**src/rtl/decode_pkg.sv**
```systemverilog
// rtl/decode_pkg.sv - shared opcode constants and class bit indices for the decode queue
package decode_pkg;

  localparam logic [6:0] OPC_LOAD     = 7'b0000011;
  localparam logic [6:0] OPC_STORE    = 7'b0100011;
  localparam logic [6:0] OPC_BRANCH   = 7'b1100011;
  localparam logic [6:0] OPC_JAL      = 7'b1101111;
  localparam logic [6:0] OPC_JALR     = 7'b1100111;
  localparam logic [6:0] OPC_OP       = 7'b0110011;
  localparam logic [6:0] OPC_OP_IMM   = 7'b0010011;
  localparam logic [6:0] OPC_LUI      = 7'b0110111;
  localparam logic [6:0] OPC_AUIPC    = 7'b0010111;
  localparam logic [6:0] OPC_SYSTEM   = 7'b1110011;
  localparam logic [6:0] OPC_MISC_MEM = 7'b0001111;

  localparam logic [6:0] FUNCT7_MULDIV = 7'b0000001;

  localparam int CLS_EXEC     = 0;
  localparam int CLS_LSU      = 1;
  localparam int CLS_BRANCH   = 2;
  localparam int CLS_MUL      = 3;
  localparam int CLS_DIV      = 4;
  localparam int CLS_CSR      = 5;
  localparam int CLS_RD_VALID = 6;
  localparam int CLS_INVALID  = 7;

  localparam logic [31:0] NOP_INSTR = 32'h00000013;

endpackage

```
**src/rtl/instr_class_decode.sv**
```systemverilog
// rtl/instr_class_decode.sv - combinational RV32IM+Zicsr instruction class decoder
module instr_class_decode
  import decode_pkg::*;
#(
  parameter int SUPPORT_MULDIV = 1
) (
  input  logic [31:0] instr,
  output logic [7:0]  cls
);

  logic [6:0] opcode;
  logic [2:0] funct3;
  logic [6:0] funct7;
  logic [4:0] rd;
  logic       writes_rd;
  logic       unused_fields;

  assign opcode        = instr[6:0];
  assign rd            = instr[11:7];
  assign funct3        = instr[14:12];
  assign funct7        = instr[31:25];
  assign unused_fields = ^instr[24:15];

  // Map the major opcode to a single class bit and note whether rd is written
  always_comb begin
    cls       = '0;
    writes_rd = 1'b0;
    case (opcode)
      OPC_OP: begin
        if (funct7 == FUNCT7_MULDIV) begin
          if (SUPPORT_MULDIV != 0) begin
            cls[CLS_MUL] = ~funct3[2];
            cls[CLS_DIV] = funct3[2];
            writes_rd    = 1'b1;
          end else begin
            cls[CLS_INVALID] = 1'b1;
          end
        end else begin
          cls[CLS_EXEC] = 1'b1;
          writes_rd     = 1'b1;
        end
      end
      OPC_OP_IMM, OPC_LUI, OPC_AUIPC: begin
        cls[CLS_EXEC] = 1'b1;
        writes_rd     = 1'b1;
      end
      OPC_LOAD: begin
        cls[CLS_LSU] = 1'b1;
        writes_rd    = 1'b1;
      end
      OPC_STORE:  cls[CLS_LSU] = 1'b1;
      OPC_BRANCH: cls[CLS_BRANCH] = 1'b1;
      OPC_JAL, OPC_JALR: begin
        cls[CLS_BRANCH] = 1'b1;
        writes_rd       = 1'b1;
      end
      OPC_SYSTEM: begin
        // funct3 == 0 covers ECALL/EBREAK/MRET/WFI, which never write rd
        cls[CLS_CSR] = 1'b1;
        writes_rd    = (funct3 != 3'b000);
      end
      OPC_MISC_MEM: cls[CLS_CSR] = 1'b1;
      default:      cls[CLS_INVALID] = 1'b1;
    endcase
    cls[CLS_RD_VALID] = writes_rd && (rd != 5'd0);
  end

endmodule

```
**src/rtl/decode_queue.sv**
```systemverilog
// rtl/decode_queue.sv - splits fetch bundles into an in-order queue and presents decoded head entries
module decode_queue
  import decode_pkg::*;
#(
  parameter int FETCH_WIDTH       = 2,
  parameter int ISSUE_WIDTH       = 2,
  parameter int DEPTH             = 8,
  parameter int SUPPORT_MULDIV    = 1,
  parameter int DECODE_AT_ENQUEUE = 0
) (
  input  logic                     clk_i,
  input  logic                     rst_i,
  input  logic                     fetch_in_valid_i,
  input  logic [32*FETCH_WIDTH-1:0] fetch_in_instr_i,
  input  logic [FETCH_WIDTH-1:0]   fetch_in_pred_branch_i,
  input  logic                     fetch_in_fault_fetch_i,
  input  logic                     fetch_in_fault_page_i,
  input  logic [31:0]              fetch_in_pc_i,
  output logic                     fetch_in_accept_o,
  output logic [ISSUE_WIDTH-1:0]   fetch_out_valid_o,
  output logic [32*ISSUE_WIDTH-1:0] fetch_out_instr_o,
  output logic [32*ISSUE_WIDTH-1:0] fetch_out_pc_o,
  output logic [ISSUE_WIDTH-1:0]   fetch_out_fault_fetch_o,
  output logic [ISSUE_WIDTH-1:0]   fetch_out_fault_page_o,
  output logic [8*ISSUE_WIDTH-1:0] fetch_out_class_o,
  input  logic [ISSUE_WIDTH-1:0]   fetch_out_accept_i,
  input  logic                     branch_request_i,
  input  logic [31:0]              branch_pc_i
);

  localparam int PW = $clog2(DEPTH);
  localparam int CW = PW + 1;
  localparam logic [31:0] PC_MASK = ~32'(FETCH_WIDTH * 4 - 1);

  logic [PW-1:0] head_q, tail_q;
  logic [CW-1:0] count_q;

  logic [31:0] mem_instr [DEPTH];
  logic [31:0] mem_pc    [DEPTH];
  logic        mem_ff    [DEPTH];
  logic        mem_fp    [DEPTH];

  logic                   fault_any;
  logic                   push;
  logic                   blocked;
  int                     start_idx;
  logic [FETCH_WIDTH-1:0] slot_en;
  logic [CW-1:0]          push_num;
  logic [CW-1:0]          pushed_cnt;
  logic [CW-1:0]          pop_num;
  logic                   pop_run;
  logic [PW-1:0]          wr_idx   [FETCH_WIDTH];
  logic [PW-1:0]          rd_idx   [ISSUE_WIDTH];
  logic [7:0]             head_cls [ISSUE_WIDTH];
  logic                   unused_branch_pc;

  assign unused_branch_pc = ^branch_pc_i;
  assign fault_any  = fetch_in_fault_fetch_i | fetch_in_fault_page_i;
  assign fetch_in_accept_o = ((CW'(DEPTH) - count_q) >= CW'(FETCH_WIDTH)) | branch_request_i;
  assign push       = fetch_in_valid_i & fetch_in_accept_o & ~branch_request_i;
  assign pushed_cnt = push ? push_num : '0;

  // Select the contiguous run of slots from the start slot up to a fault or predicted-taken slot
  always_comb begin
    start_idx = int'((fetch_in_pc_i >> 2) & 32'(FETCH_WIDTH - 1));
    slot_en   = '0;
    push_num  = '0;
    blocked   = 1'b0;
    for (int j = 0; j < FETCH_WIDTH; j++) begin
      wr_idx[j] = tail_q + PW'(j) - PW'(start_idx);
      if (j >= start_idx && !blocked) begin
        slot_en[j] = 1'b1;
        push_num   = push_num + CW'(1);
        if (fault_any || fetch_in_pred_branch_i[j]) blocked = 1'b1;
      end
    end
  end

  // Write enabled slots into consecutive entries starting at the tail
  always_ff @(posedge clk_i) begin
    if (push) begin
      for (int j = 0; j < FETCH_WIDTH; j++) begin
        if (slot_en[j]) begin
          mem_instr[wr_idx[j]] <= fault_any ? 32'd0 : fetch_in_instr_i[32*j +: 32];
          mem_pc[wr_idx[j]]    <= (fetch_in_pc_i & PC_MASK) | 32'(j * 4);
          mem_ff[wr_idx[j]]    <= fetch_in_fault_fetch_i;
          mem_fp[wr_idx[j]]    <= fetch_in_fault_page_i;
        end
      end
    end
  end

  generate
    if (DECODE_AT_ENQUEUE != 0) begin : g_enq_decode
      logic [7:0] push_cls [FETCH_WIDTH];
      logic [7:0] mem_cls  [DEPTH];
      for (genvar j = 0; j < FETCH_WIDTH; j++) begin : g_slot
        instr_class_decode #(.SUPPORT_MULDIV(SUPPORT_MULDIV)) u_dec (
          .instr (fetch_in_instr_i[32*j +: 32]),
          .cls   (push_cls[j])
        );
      end
      // Store the class alongside the entry so the head only needs a read
      always_ff @(posedge clk_i) begin
        if (push) begin
          for (int j = 0; j < FETCH_WIDTH; j++) begin
            if (slot_en[j]) mem_cls[wr_idx[j]] <= push_cls[j];
          end
        end
      end
      // Fetch stored classes for the head slots
      always_comb begin
        for (int k = 0; k < ISSUE_WIDTH; k++) head_cls[k] = mem_cls[rd_idx[k]];
      end
    end else begin : g_head_decode
      for (genvar k = 0; k < ISSUE_WIDTH; k++) begin : g_slot
        instr_class_decode #(.SUPPORT_MULDIV(SUPPORT_MULDIV)) u_dec (
          .instr (mem_instr[rd_idx[k]]),
          .cls   (head_cls[k])
        );
      end
    end
  endgenerate

  // Present head entries, zeroing invalid slots, and count the leading accepted slots
  always_comb begin
    fetch_out_valid_o       = '0;
    fetch_out_instr_o       = '0;
    fetch_out_pc_o          = '0;
    fetch_out_fault_fetch_o = '0;
    fetch_out_fault_page_o  = '0;
    fetch_out_class_o       = '0;
    pop_num                 = '0;
    pop_run                 = 1'b1;
    for (int k = 0; k < ISSUE_WIDTH; k++) begin
      rd_idx[k] = head_q + PW'(k);
      if (count_q > CW'(k)) begin
        fetch_out_valid_o[k]       = 1'b1;
        fetch_out_instr_o[32*k +: 32] = mem_instr[rd_idx[k]];
        fetch_out_pc_o[32*k +: 32]    = mem_pc[rd_idx[k]];
        fetch_out_fault_fetch_o[k] = mem_ff[rd_idx[k]];
        fetch_out_fault_page_o[k]  = mem_fp[rd_idx[k]];
        // Faulted entries carry no meaningful instruction, so report no class
        if (!(mem_ff[rd_idx[k]] || mem_fp[rd_idx[k]]))
          fetch_out_class_o[8*k +: 8] = head_cls[k];
      end
      pop_run = pop_run & (count_q > CW'(k)) & fetch_out_accept_i[k];
      if (pop_run) pop_num = pop_num + CW'(1);
    end
  end

  // Advance pointers and occupancy; reset beats flush, flush discards push and pop
  always_ff @(posedge clk_i) begin
    if (rst_i || branch_request_i) begin
      head_q  <= '0;
      tail_q  <= '0;
      count_q <= '0;
    end else begin
      head_q  <= head_q + pop_num[PW-1:0];
      tail_q  <= tail_q + pushed_cnt[PW-1:0];
      count_q <= count_q + pushed_cnt - pop_num;
    end
  end

endmodule

```
**config.mk**
```make
export PLATFORM = sky130hd
export DESIGN_NAME = decode_queue
export DESIGN_NICKNAME = d
export VERILOG_FILES = /design/src/rtl/decode_pkg.sv /design/src/rtl/instr_class_decode.sv /design/src/rtl/decode_queue.sv
export SDC_FILE = /design/constraint.sdc
export NUM_CORES = 1
export LEC_CHECK = 0
export BUFFER_PORTS_ARGS = -buffer_cell sky130_fd_sc_hd__buf_2
export CAP_MARGIN = 10
export CORE_ASPECT_RATIO = 1.1
export CORE_UTILIZATION = 40
export DETAILED_ROUTE_END_ITERATION = 10
export SKIP_CTS_REPAIR_TIMING = 1
export SYNTH_ARGS = -nofsm -noshare
export SYNTH_HDL_FRONTEND = slang
export SYNTH_SLANG_ARGS = --single-unit
```
**constraint.sdc**
```tcl
create_clock -name clk_i -period 5.3 [get_ports clk_i]
set_input_delay 0 -clock clk_i [delete_from_list [all_inputs] [get_ports clk_i]]
set_output_delay 0 -clock clk_i [all_outputs]
set_load 0.05 [all_outputs]
```
Yosys cells after proc, flatten, opt, wreduce, memory -nomap -nowiden
Memories as Yosys holds them, arrays and structs flattened. A register that Yosys moved wholly into a read port is not among the register bits.
Cells that the tools add are included.
{ "word_totals": {"mem_bits_rw": 512, "register_bits": 10, "out_inout_bits": 151, "latchBits": 0, "n_memories": 4, "mem_bits_ro": 0, "input_bits": 138} }
{ "op_classes": {"n_eq_ne": 24, "n_reduce_logical": 24, "n_shift": 0, "n_lt_le_gt_ge": 5, "muxes": 53, "bitwise": 10, "addsub": 11, "multipliers": 0, "div": 0} }
{ "memory_table": {"columns": ["memory", "depth", "word_bits", "read_ports", "rd_clocked_by_memory_dff", "write_ports", "line", "rtl"], "rows": [
  ["mem_instr", 8, 32, 2, 1, 2, "decode_queue.sv:38", "logic [31:0] mem_instr [DEPTH];"],
  ["mem_pc", 8, 30, 2, 1, 2, "decode_queue.sv:39", "logic [31:0] mem_pc [DEPTH];"],
  ["mem_ff", 8, 1, 2, 1, 2, "decode_queue.sv:40", "logic mem_ff [DEPTH];"],
  ["mem_fp", 8, 1, 2, 1, 2, "decode_queue.sv:41", "logic mem_fp [DEPTH];"]
]} }
{ "ops": {"columns": ["cell", "n"], "rows": [
  ["32-bit 2-to-1 mux", 6],
  ["7-bit == test (second input constant)", 8],
  ["7-bit by 6-bit == test with 1-bit output (second input constant)", 6],
  ["8-bit 2-to-1 mux", 4],
  ["7-bit by 5-bit == test with 1-bit output (second input constant)", 4],
  ["1-bit 2-to-1 mux", 28],
  ["11-bit OR reduction", 2],
  ["7-bit by 1-bit == test with 1-bit output (second input constant)", 2],
  ["7-bit by 2-bit == test with 1-bit output (second input constant)", 2],
  ["7-bit by 4-bit == test with 1-bit output (second input constant)", 2],
  ["7-bit OR reduction", 2],
  ["3-bit 2-to-1 mux", 4],
  ["3-bit OR reduction", 4],
  ["2-bit 2-to-1 mux", 5],
  ["5-bit nonzero test", 2],
  ["4-bit by 1-bit greater-than comparator with 1-bit output (second input constant)", 2],
  ["4-bit 2-to-1 mux", 2],
  ["1-bit case mux with 2 select lines", 4],
  ["2-bit OR reduction", 4],
  ["3-bit by 1-bit adder with 3-bit output (second input constant)", 2],
  ["3-bit adder", 2],
  ["3-bit nonzero test", 2],
  ["3-bit by 1-bit subtractor with 3-bit output", 2],
  ["1-bit AND", 5],
  ["other kinds (12)", 21]
]} }

Depth between registers and ports, before layout
{ "depth": {"word_depth": 10, "mapped_depth": 14, "depth_no_buf": 14} }

Modules after synthesis
A second synthesis with hierarchy kept.
{ "unflattened": {"cells_unflattened": 2228, "hier_area_um2": 29827.4} }
{ "by_module_without_submodules": {"columns": ["module", "cells_per_inst", "n_inst", "seq_area_each_um2", "area_each_um2"], "rows": [
  ["decode_queue", 2158, 1, 15494.9, 29414.5],
  ["instr_class_decode", 35, 2, 0.0, 206.4]
]} }

Worst setup path after synthesis
No wires, ideal clock.
{ "synth_path": {"kind": "register -> register", "from": "register count_q[0]", "to": "memory mem_ff[3] (enable)", "stages_incl_launch_ff": 9, "setup_time_ps": 449, "n_path_buf": 1, "required_ps": 4851, "arrival_time_ps": 3658, "setup_slack_ps": 1193, "period_less_slack_ps": 4107, "path_cell_list": "dfxtp_1 > inv_1 > ha_1 > xnor2_1 > nor4_2 > nor3b_1 > nand3_1 > nand2_1 > clkbuf_1"} }
{ "synth_rtl": {"columns": ["item", "line", "rtl"], "rows": [
  ["start, declared", "decode_queue.sv:36", "logic [CW-1:0] count_q;"],
  ["start signal, assigned", "decode_queue.sv:161", "count_q <= count_q + pushed_cnt - pop_num;"],
  ["end, declared", "decode_queue.sv:40", null]
]} }

Worst setup path after layout
{ "layout_path": {"from": "register head_q[1]", "to": "output fetch_out_class_o[14]"} }
{ "layout_between": {"elab_chain_cells": 8, "elab_cells_between_ends": 20} }
{ "layout_lines": {"columns": ["item", "line", "rtl"], "rows": [
  ["start, declared", "decode_queue.sv:35", "logic [PW-1:0] head_q, tail_q;"],
  ["start signal, assigned", "decode_queue.sv:159", "head_q <= head_q + pop_num[PW-1:0];"],
  ["3-bit by 1-bit adder with 3-bit output *", "decode_queue.sv:136", "rd_idx[k] = head_q + PW'(k);"],
  ["memory read 8 x 32 bit", null, null],
  ["7-bit by 5-bit == test with 1-bit output (tied with other cells)", "instr_class_decode.sv:28", "case (opcode)"],
  ["7-bit OR reduction (no line)", null, null],
  ["1-bit case mux with 2 select lines", "instr_class_decode.sv:28", null],
  ["1-bit logical AND", "instr_class_decode.sv:65", "cls[CLS_RD_VALID] = writes_rd && (rd != 5'd0);"],
  ["8-bit 2-to-1 mux *", "decode_queue.sv:144", "if (!(mem_ff[rd_idx[k]] || mem_fp[rd_idx[k]]))"],
  ["8-bit 2-to-1 mux *", "decode_queue.sv:137", "if (count_q > CW'(k)) begin"],
  ["end, declared", "decode_queue.sv:25", "output logic [8*ISSUE_WIDTH-1:0] fetch_out_class_o,"]
]} }
Every way passes the cells marked *; elsewhere a longest branch is shown, timed or not.

==> metrics.cfg <==
[cts]
cts_buffers = 58
clk_latency_ps = 620
clock-sinks = 522
ctsRootBufferMaster = clkbuf_16
cts.reportedPaths.clkPinSlew_ps = 60
tritoncts = yes
htreeDepth = 2
clockBufferDepth = 3

[timing]
slew_violations = 0
setup_viol = 0
relSlewSlack_pct = 20.2
finClkSkew_ps = 24.7
period_minus_slack_ps = 4580
fin_crit_sh_pct = 86.4
setup_tns_ps = 0
hold_viol = 1
fmax_mhz = 218
rsz0062_at_grt = no
holdWs_ps = -8.25
tightest_slew_ps = 1190

[power]
power_leakage_nw = 12.5
power.density_nw_per_um2 = 423
ir_drop_mv = 0.360

[min_path]
hold_path.class = in2reg
hold_end = head_q[0]
hp-start = fetch_out_accept_i[0]
hold_depth = 5

[placed_design]
dp.cells = 3532
hpwl_um = 56700
place_congestion = 0.811
place_area_um2 = 32300
io_buffers = 249

[yosys]
synth_top_area_cell = edfxtp_1
netlist_area_um2 = 30400
ys_seq_area_share_pct = 51.0
synth_edf_count = 504
synth_ff_type = edfxtp_1
yosysTopAreaCellShare_pct = 49.8
async_flop_share_pct = 0
yosys_warnings = 0
syn_area_per_cell_um2 = 12.0
yosys-top-cells-area = edfxtp_1 50%, mux4_2 18%, nand2_1 6.5%
synth_cells = 2534
ys_types = 55
ys_ff_latch = 522

[critical_path]
critPathTopFamily = XOR/XNOR gates
max_stage_delay_ps = 910
r2r-start = count_q[0]
slowest_stage = xor2_4
cp.arrival_ps = 4580
r2r_setup_slack_ps = 1020
r2r_cells = 10
reg2reg_to = mem_instr[0][14]
critPathBufInv = 1
worstSetupPathType = reg2out
crit_chain = ha_4, xor2_4, mux4_2, or2_1, nor3_2, a221oi_1, nor4_2, buf_2
timing.critical_path.required_ps = 5300
cp-end-kind = output pin
startpoint_type = flop
worst-path-max-fanout = 37

[global_route]
antenna_found_initial = 8
grt_pass1_vias = 22100
grt_max_degree = 148
track_usage_pct = 24.6
grt_first_pass_wirelength_um = 141000
gr-total-overflow = 0

[route]
routed_via_density = 5.87
via_count = 22200
wl_um = 96000
routedWlPerCell_um = 25.4
dr.pass1.iters = 6
ant_nets = 0
drc = 0
drtIter0Drc = 2111

[floorplan]
core_area_um2 = 74900
fp.dieH_um = 291
rows = 105
start_util_pct = 40.6
die_w_um = 265
ioPinCount = 289
die_area_um2 = 77100

[cells_and_area]
mostFrequentLayoutCells = 523 x nand2_1, 504 x edfxtp_1, 254 x a21oi_1
stdcell_count = 3775
final_common_cell = nand2_1
drive_above_1_share_pct = 24.0
final_design_area_no_fill_um2 = 35500
nets = 2919
area_growth_pct = 16.9

[flow_run]
maxCapViolCount = 0

[status]
violations = hold timing
status = finished with violations

## cells in the mapped netlist, types with 3 or more instances
master,number
and2_1,127
buf_1,7
and3_1,8
nor2b_1,121
nor2_1,159
nand2_1,530
mux2i_1,152
edfxtp_1,504
a31oi_1,5
or3_1,3
a21o_1,4
buf_4,17
inv_2,4
nand2b_1,3
buf_2,58
nor3b_1,5
nor3_1,12
dfxtp_1,18
inv_1,24
xor2_1,3
nand3_1,9
buf_6,6
clkbuf_1,178
ha_1,18
fa_1,4
nor4_2,3
a21oi_1,254
xnor2_1,7
mux4_2,249
nor4_1,8
## how the worst max path moves through the flow
stage	to	slack, ps	depth (start not counted)	from
after floorplan	mem_ff[3]	1190	8	count_q[0]
after global placement	fetch_out_class_o[14]	1470	8	head_q[1]
after detailed placement	mem_pc[0][4]	1430	9	count_q[0]
after CTS	fetch_out_class_o[14]	770	8	head_q[1]
after global routing	fetch_out_class_o[14]	590	8	head_q[1]
final	fetch_out_class_o[14]	720	8	head_q[1]
## final cells by class
class | instances | area (um^2)
Antenna cell | 6 | 15.0
Multi-Input combinational cell | 1721 | 13800
Sequential cell | 522 | 15500
Clock inverter | 38 | 463
Clock buffer | 69 | 1510
Inverter | 28 | 115
Fill cell | 6747 | 39300
Tap cell | 963 | 1200
Timing Repair Buffer | 428 | 2950
## through the flow
step	power, mW	setup WS, ps	util (%)
2_1_floorplan	9.15	1190	-
3_3_place_gp	10.8	1470	43.1
3_5_place_dp	10.8	1430	43.1
4_1_cts	15.0	767	45.7
5_1_grt	15.5	585	47.5
6_report	15.0	721	47.5
## registers in the layout, summed over array words and instances, names as in the netlist
signal / cells
count_q: 4
head_q: 3
mem_ff: 8
mem_fp: 8
mem_instr: 256
mem_pc: 240
tail_q: 3
## where the power goes
part | switching (mW) | internal (mW) | leakage [nW]
registers | 0.0757 | 4.65 | 4.92
logic | 4.43 | 1.63 | 6.62
clock network | 1.69 | 2.56 | 0.964
total | 6.20 | 8.83 | 12.5
## per-layer routing
metal	GRT usage [%]	part of all wire [%]	wire (um)
met1	30.9	38	36300
met2	42.4	50	48500
met3	4.31	8.4	8060
met4	8.64	3.3	3190
met5	0	0.027	26
## kinds of logic after synthesis
group / after synthesis / share of synthesized area (%)
flops: 522 / 51.0
mux: 403 / 23.6
simple gates: 1001 / 15.0
fa+ha+maj: 22 / 1.00
compound gates: 280 / 4.81
other cells: 1 / 0.0123
xor+xnor: 11 / 0.342
buf+inv: 294 / 4.23
## worst register-to-register path, stage by stage, from the launching register on
cell	delay, ps
dfxtp_1	420
inv_1	120
ha_1	290
or3_1	360
nor4_2	590
nor3_1	250
nand2_1	930
buf_4	350
nand2_1	80
a21oi_1	160
dlygate4sd3_1	600
No activity file was read; power rests on OpenSTA's default activity.
